$ cat src/rtl/bp_pkg.sv
// Shared definitions for the branch history table predictor.
package bp_pkg;

   // PC bits [1:0] are always zero for aligned instructions, so indexing starts at bit 2.
   localparam int BP_IDX_LSB = 2;

   // Widest counter the table supports; ctr_next works at this width.
   localparam int BP_CTR_MAX_W = 4;

   // Number of table entries for a given index width.
   function automatic int bp_entries(input int idx_bits);
      return 1 << idx_bits;
   endfunction

   // Saturating counter step. Narrower counters are zero-extended by the
   // caller and pass their own maximum value.
   function automatic logic [BP_CTR_MAX_W-1:0] ctr_next(
      input logic [BP_CTR_MAX_W-1:0] ctr,
      input logic                    taken,
      input logic [BP_CTR_MAX_W-1:0] ctr_max
   );
      if (taken) begin
         return (ctr == ctr_max) ? ctr : ctr + 4'd1;
      end
      return (ctr == 4'd0) ? ctr : ctr - 4'd1;
   endfunction

endpackage

$ cat src/rtl/bp_sat_counter.sv
// One table entry: CTR_BITS-wide saturating up/down counter with
// synchronous active-low reset to CTR_INIT.
module bp_sat_counter
   import bp_pkg::*;
#(
   parameter int CTR_BITS = 2,
   parameter int CTR_INIT = 1
) (
   input  logic                clk,
   input  logic                rst_n,
   input  logic                en,
   input  logic                taken,
   output logic [CTR_BITS-1:0] ctr
);

   localparam logic [BP_CTR_MAX_W-1:0] CTR_MAX = BP_CTR_MAX_W'((1 << CTR_BITS) - 1);
   localparam logic [CTR_BITS-1:0]     CTR_RST = CTR_BITS'(CTR_INIT);

   // Reset wins over an update arriving on the same edge.
   always_ff @(posedge clk) begin
      if (!rst_n) begin
         ctr <= CTR_RST;
      end else if (en) begin
         ctr <= CTR_BITS'(ctr_next(BP_CTR_MAX_W'(ctr), taken, CTR_MAX));
      end
   end

endmodule

$ cat src/rtl/branch_predictor_bht.sv
// Branch history table: 2^IDX_BITS saturating counters indexed by PC.
// Optional gshare indexing is enabled by defining BP_GSHARE_EN.
module branch_predictor_bht
   import bp_pkg::*;
#(
   parameter int IDX_BITS = 6,
   parameter int CTR_BITS = 2,
   parameter int CTR_INIT = 1,
   parameter int GHR_BITS = 6
) (
   input  logic        clk,
   input  logic        rst_n,
   input  logic        branch_decode_sig,
   input  logic [31:0] in_addr,
   input  logic [31:0] offset,
   output logic [31:0] branch_addr,
   output logic        prediction,
   input  logic        update_valid,
   input  logic [31:0] update_addr,
   input  logic        actual_branch_decision
);

   localparam int ENTRIES = bp_entries(IDX_BITS);
   localparam int IDX_MSB = IDX_BITS + BP_IDX_LSB - 1;

   logic [CTR_BITS-1:0] ctr_q [ENTRIES];
   logic [IDX_BITS-1:0] pidx;
   logic [IDX_BITS-1:0] uidx;
   logic                unused_addr_bits;

   assign unused_addr_bits = ^{in_addr[31:IDX_MSB+1], in_addr[BP_IDX_LSB-1:0],
                               update_addr[31:IDX_MSB+1], update_addr[BP_IDX_LSB-1:0]};

`ifdef BP_GSHARE_EN
   logic [GHR_BITS-1:0] ghr;

   assign pidx = in_addr[IDX_MSB:BP_IDX_LSB] ^ IDX_BITS'(ghr);
   assign uidx = update_addr[IDX_MSB:BP_IDX_LSB] ^ IDX_BITS'(ghr);

   // Shift the resolved outcome into the history; the table update on the
   // same edge still uses the old history for its index.
   always_ff @(posedge clk) begin
      if (!rst_n) begin
         ghr <= '0;
      end else if (update_valid) begin
         ghr <= GHR_BITS'({ghr, actual_branch_decision});
      end
   end
`else
   assign pidx = in_addr[IDX_MSB:BP_IDX_LSB];
   assign uidx = update_addr[IDX_MSB:BP_IDX_LSB];
`endif

   for (genvar i = 0; i < ENTRIES; i++) begin : g_ctr
      bp_sat_counter #(
         .CTR_BITS (CTR_BITS),
         .CTR_INIT (CTR_INIT)
      ) u_ctr (
         .clk   (clk),
         .rst_n (rst_n),
         .en    (update_valid && (uidx == IDX_BITS'(i))),
         .taken (actual_branch_decision),
         .ctr   (ctr_q[i])
      );
   end

   // Read-before-write: the table read sees the value registered before this edge.
   assign prediction  = branch_decode_sig & ctr_q[pidx][CTR_BITS-1];
   assign branch_addr = in_addr + offset;

endmodule

$ cat config.mk
export PLATFORM = sky130hd
export DESIGN_NAME = branch_predictor_bht
export DESIGN_NICKNAME = d
export VERILOG_FILES = /design/src/rtl/bp_pkg.sv /design/src/rtl/bp_sat_counter.sv /design/src/rtl/branch_predictor_bht.sv
export SDC_FILE = /design/constraint.sdc
export NUM_CORES = 1
export LEC_CHECK = 0
export ABC_AREA = 1
export ABC_CLOCK_PERIOD_IN_PS = 5100
export CORE_UTILIZATION = 40
export DETAILED_ROUTE_END_ITERATION = 10
export MAX_ROUTING_LAYER = met4
export PLACE_DENSITY = 0.6
export SLEW_MARGIN = 25
export SYNTH_ARGS = -nofsm -noshare
export SYNTH_HDL_FRONTEND = slang
export SYNTH_SLANG_ARGS = --single-unit
$ cat constraint.sdc
create_clock -name clk -period 5.1 [get_ports clk]
set_input_delay 0.51 -clock clk [delete_from_list [all_inputs] [get_ports clk]]
set_output_delay 0.51 -clock clk [all_outputs]
set_load 0.01 [all_outputs]
==> flow_summary.ini <==
[run_status]
outcome = finished, final reports clean

[route]
drc = 0
wl_microns = 26000
wl_per_cell_microns = 14.7
vias_per_cell = 5.32
drt_first_pass_iters = 5
first_iter_violations = 615
routed-via-count = 9388
ant_nets = 0

[setup_path]
path_buf_inv = 3
arrival_ns = 3.29
max_stage_delay_ns = 0.79
endpoint_kind = output port
critical_path.max_fanout = 10
crit_chain = clkdlybuf4s50_1 -> ha_1 -> nand2_1 -> nand2_1 -> a21oi_1 -> nand2_1 -> a21oi_1 -> inv_1 -> nand2_1 -> nand3_1 -> nand2_1 -> clkdlybuf4s50_1
crit_top_cell = nand2_1
worstSetupPathDepth = 12
start_kind = input port
crit_family = buffers and inverters
critPathRequiredTime_ns = 4.59
critPathSlowestCell = clkdlybuf4s50_1
reg2regPathDepth = 3
crit_type = in2out

[timing]
fmax_mhz = 263
finalCriticalPeriod_ns = 3.80
worst_pin_slew_ns = 0.997
relSlewSlack_pct = 33.1
worst_clock_skew_ns = 0.00640
setup_viol = 0
final.setup.tns_ns = 0
hold_viol = 0
maxSlewViolCount = 0
fin_crit_sh_pct = 74.6
rsz0062_at_grt = no

[logic_synthesis]
ys_warn_count = 0
synth_ff_type = dfxtp_1
synth_cell_types = 40
ys_ff_latch = 128
synthCells = 1393
synth_edf_count = 0
syn-mean-instance-area_sq_um = 6.22
ys_seq_area_share_pct = 29.6
synthesis.nets = 1526
synthArstFlopShare_pct = 0
syn_area_sq_um = 8670

[clock_network]
insertion_delay_ns = 0.42
postCtsSetupBuffers = 0
clock-root-buffer = clkbuf_16
h-tree-depth = 4
hold_buffers = 0
clock_sinks = 128
cts_made_buffers = 17
cts_resized = 0
cts_tree = done
cts_max_path_buffers = 2
clk_pin_slew_ns = 0.06

[global_routing]
grt_max_degree = 81
grt_use_total_pct = 24.3
grt_pass1_wl_microns = 41500
antenna_found_initial = 0
grt-ovfl-total = 0
grt_pass1_vias = 8486

[floorplanning]
die_width_microns = 149
initial_core_util_pct = 41.0
core_sq_um = 21200
rows = 53
ioPinCount = 134
dieArea_sq_um = 22300
die_y_microns = 149

[finish]
regMostFlops = g_ctr.u_ctr.ctr
largest_reg_flops = 128
drive_gt1_share_pct = 4.70
fillers = 2136
synthToLayoutAreaGrowth_pct = 21.6
fin_nets = 1610
fin_area_sq_um = 10500
diodes = 0
reg.largest.list = g_ctr.u_ctr.ctr: 128 flops

[power_and_ir_drop]
ir_worst_vdd_mv = 0.237
power.density_nw_per_um2 = 272
power_mw = 2.87
cellLeakagePower_nw = 4.40

[placed_design]
gp_congestion = 0.855
dpl_cell_area_sq_um = 9930
port_buffers = 107
dp_hpwl_microns = 18600

[min_path]
hold_path_depth = 2
hp-class = in2reg

[flow_run]
max-cap-violations = 0
-- where the power goes --
part	switching, mW	internal [mW]
combinational	0.337	0.248
clock	0.478	0.799
sequential	0.00543	1.01
total	0.820	2.05
-- synth_stat cells, types with 2 or more instances --
master | n | area share (%)
nand2_1 | 362 | 16
nor2_1 | 168 | 7.3
inv_1 | 138 | 6.0
o21ai_0 | 131 | 7.6
dfxtp_1 | 128 | 30
a21oi_1 | 109 | 6.3
nand3_1 | 93 | 5.4
o211ai_1 | 49 | 4.2
clkbuf_1 | 43 | 1.9
ha_1 | 31 | 4.5
a31oi_1 | 29 | 2.1
or2_2 | 18 | 1.3
nand4_1 | 12 | 0.87
xor2_1 | 12 | 1.2
a22oi_1 | 7 | 0.61
a21boi_0 | 5 | 0.43
buf_2 | 5 | 0.29
nor3_1 | 5 | 0.29
o21bai_1 | 5 | 0.43
a21o_1 | 4 | 0.35
o22ai_1 | 4 | 0.29
o31ai_1 | 4 | 0.35
nand3b_1 | 3 | 0.26
nor2_4 | 3 | 0.39
nor3_4 | 3 | 0.56
o21a_1 | 3 | 0.26
xnor2_1 | 3 | 0.30
inv_2 | 2 | 0.087
nor4_1 | 2 | 0.14
o2111ai_1 | 2 | 0.20
-- cell type report --
type                       instances  area (sq um)  area share, %
multi-input combinational       1074          5380           51.0
sequential                       128          2560           24.3
timing repair buffer             114          1120           10.6
inverter                         142           536           5.08
clock buffer                      21           460           4.37
tap                              275           344           3.26
clock inverter                    11           154           1.46
-- kinds of logic after synthesis --
kind of cell	Yosys count	share of synthesized area [%]
adders and majority gates	32	4.70
xor gates and xnor gates	15	1.52
DFF	128	29.6
AOI/OAI and AO/OA	354	23.3
buffers and inverters	191	8.46
and+or+nand+nor	673	32.5
-- worst register-to-register path: stages, from the launching register on --
cell,delay (ns)
dfxtp_1,0.35
or2_2,0.33
a22oi_1,0.23
nand2_1,0.07
-- per-stage QoR --
step | instances | setup slack [ns] | utilization [%] | hold WS, ns
after CTS | 1765 | 1.28 | 49.9 | 0.437
after global placement | 1733 | 1.28 | 47.0 | 0.460
final | 1765 | 1.30 | 49.9 | 0.443
after detailed placement | 1733 | 1.29 | 47.0 | 0.464
after floorplan | 1393 | 2.71 | - | 0.449
after global routing | 1765 | 1.07 | 49.9 | 0.449
-- layout by cell type (no fill, tap or decap), drive strengths merged, types with 2 or more instances in the layout --
cell           netlist  routed
o21a                 3       3
nand3b               3       3
ha                  31      31
o31ai                4       4
clkinvlp             0       2
or2                 18      18
o21bai               5       5
clkbuf              43      21
a21oi              109     109
xnor2                3       3
dfxtp              128     128
o2111ai              2       2
a22oi                7       7
nand4               12      12
o22ai                4       4
a21o                 4       4
o21ai              132     132
nor4                 2       2
nor3                 9       9
nor2               172     172
xor2                12      12
nand3               94      94
a31oi               29      29
clkinv               1       6
nand2              362     362
a21boi               5       5
inv                141     142
o211ai              49      49
bufinv               0       3
buf                  6       9
clkdlybuf4s50        0     105
-- routing by layer --
metal	up-vias	global-route usage (%)	wire length (microns)
met5	-	-	0
met4	0	6.28	343
met3	27	3.79	1320
met2	234	38.3	11500
met1	4277	32.3	12900
li1	4850	-	-
-- path summary, 6_finish.rpt --
path / from / end / slack, ns
setup reg to reg: g_ctr[3].u_ctr.ctr[1]$_SDFFE_PN0P_ / g_ctr[3].u_ctr.ctr[0]$_SDFFE_PN1P_ / 4.00
setup / recovery: in_addr[4] / branch_addr[27] / 1.30
hold reg to reg: g_ctr[29].u_ctr.ctr[0]$_SDFFE_PN1P_ / g_ctr[29].u_ctr.ctr[1]$_SDFFE_PN0P_ / 0.47
hold / removal: rst_n / g_ctr[36].u_ctr.ctr[0]$_SDFFE_PN1P_ / 0.44
Note: power is estimated with default switching activity, not from simulation.
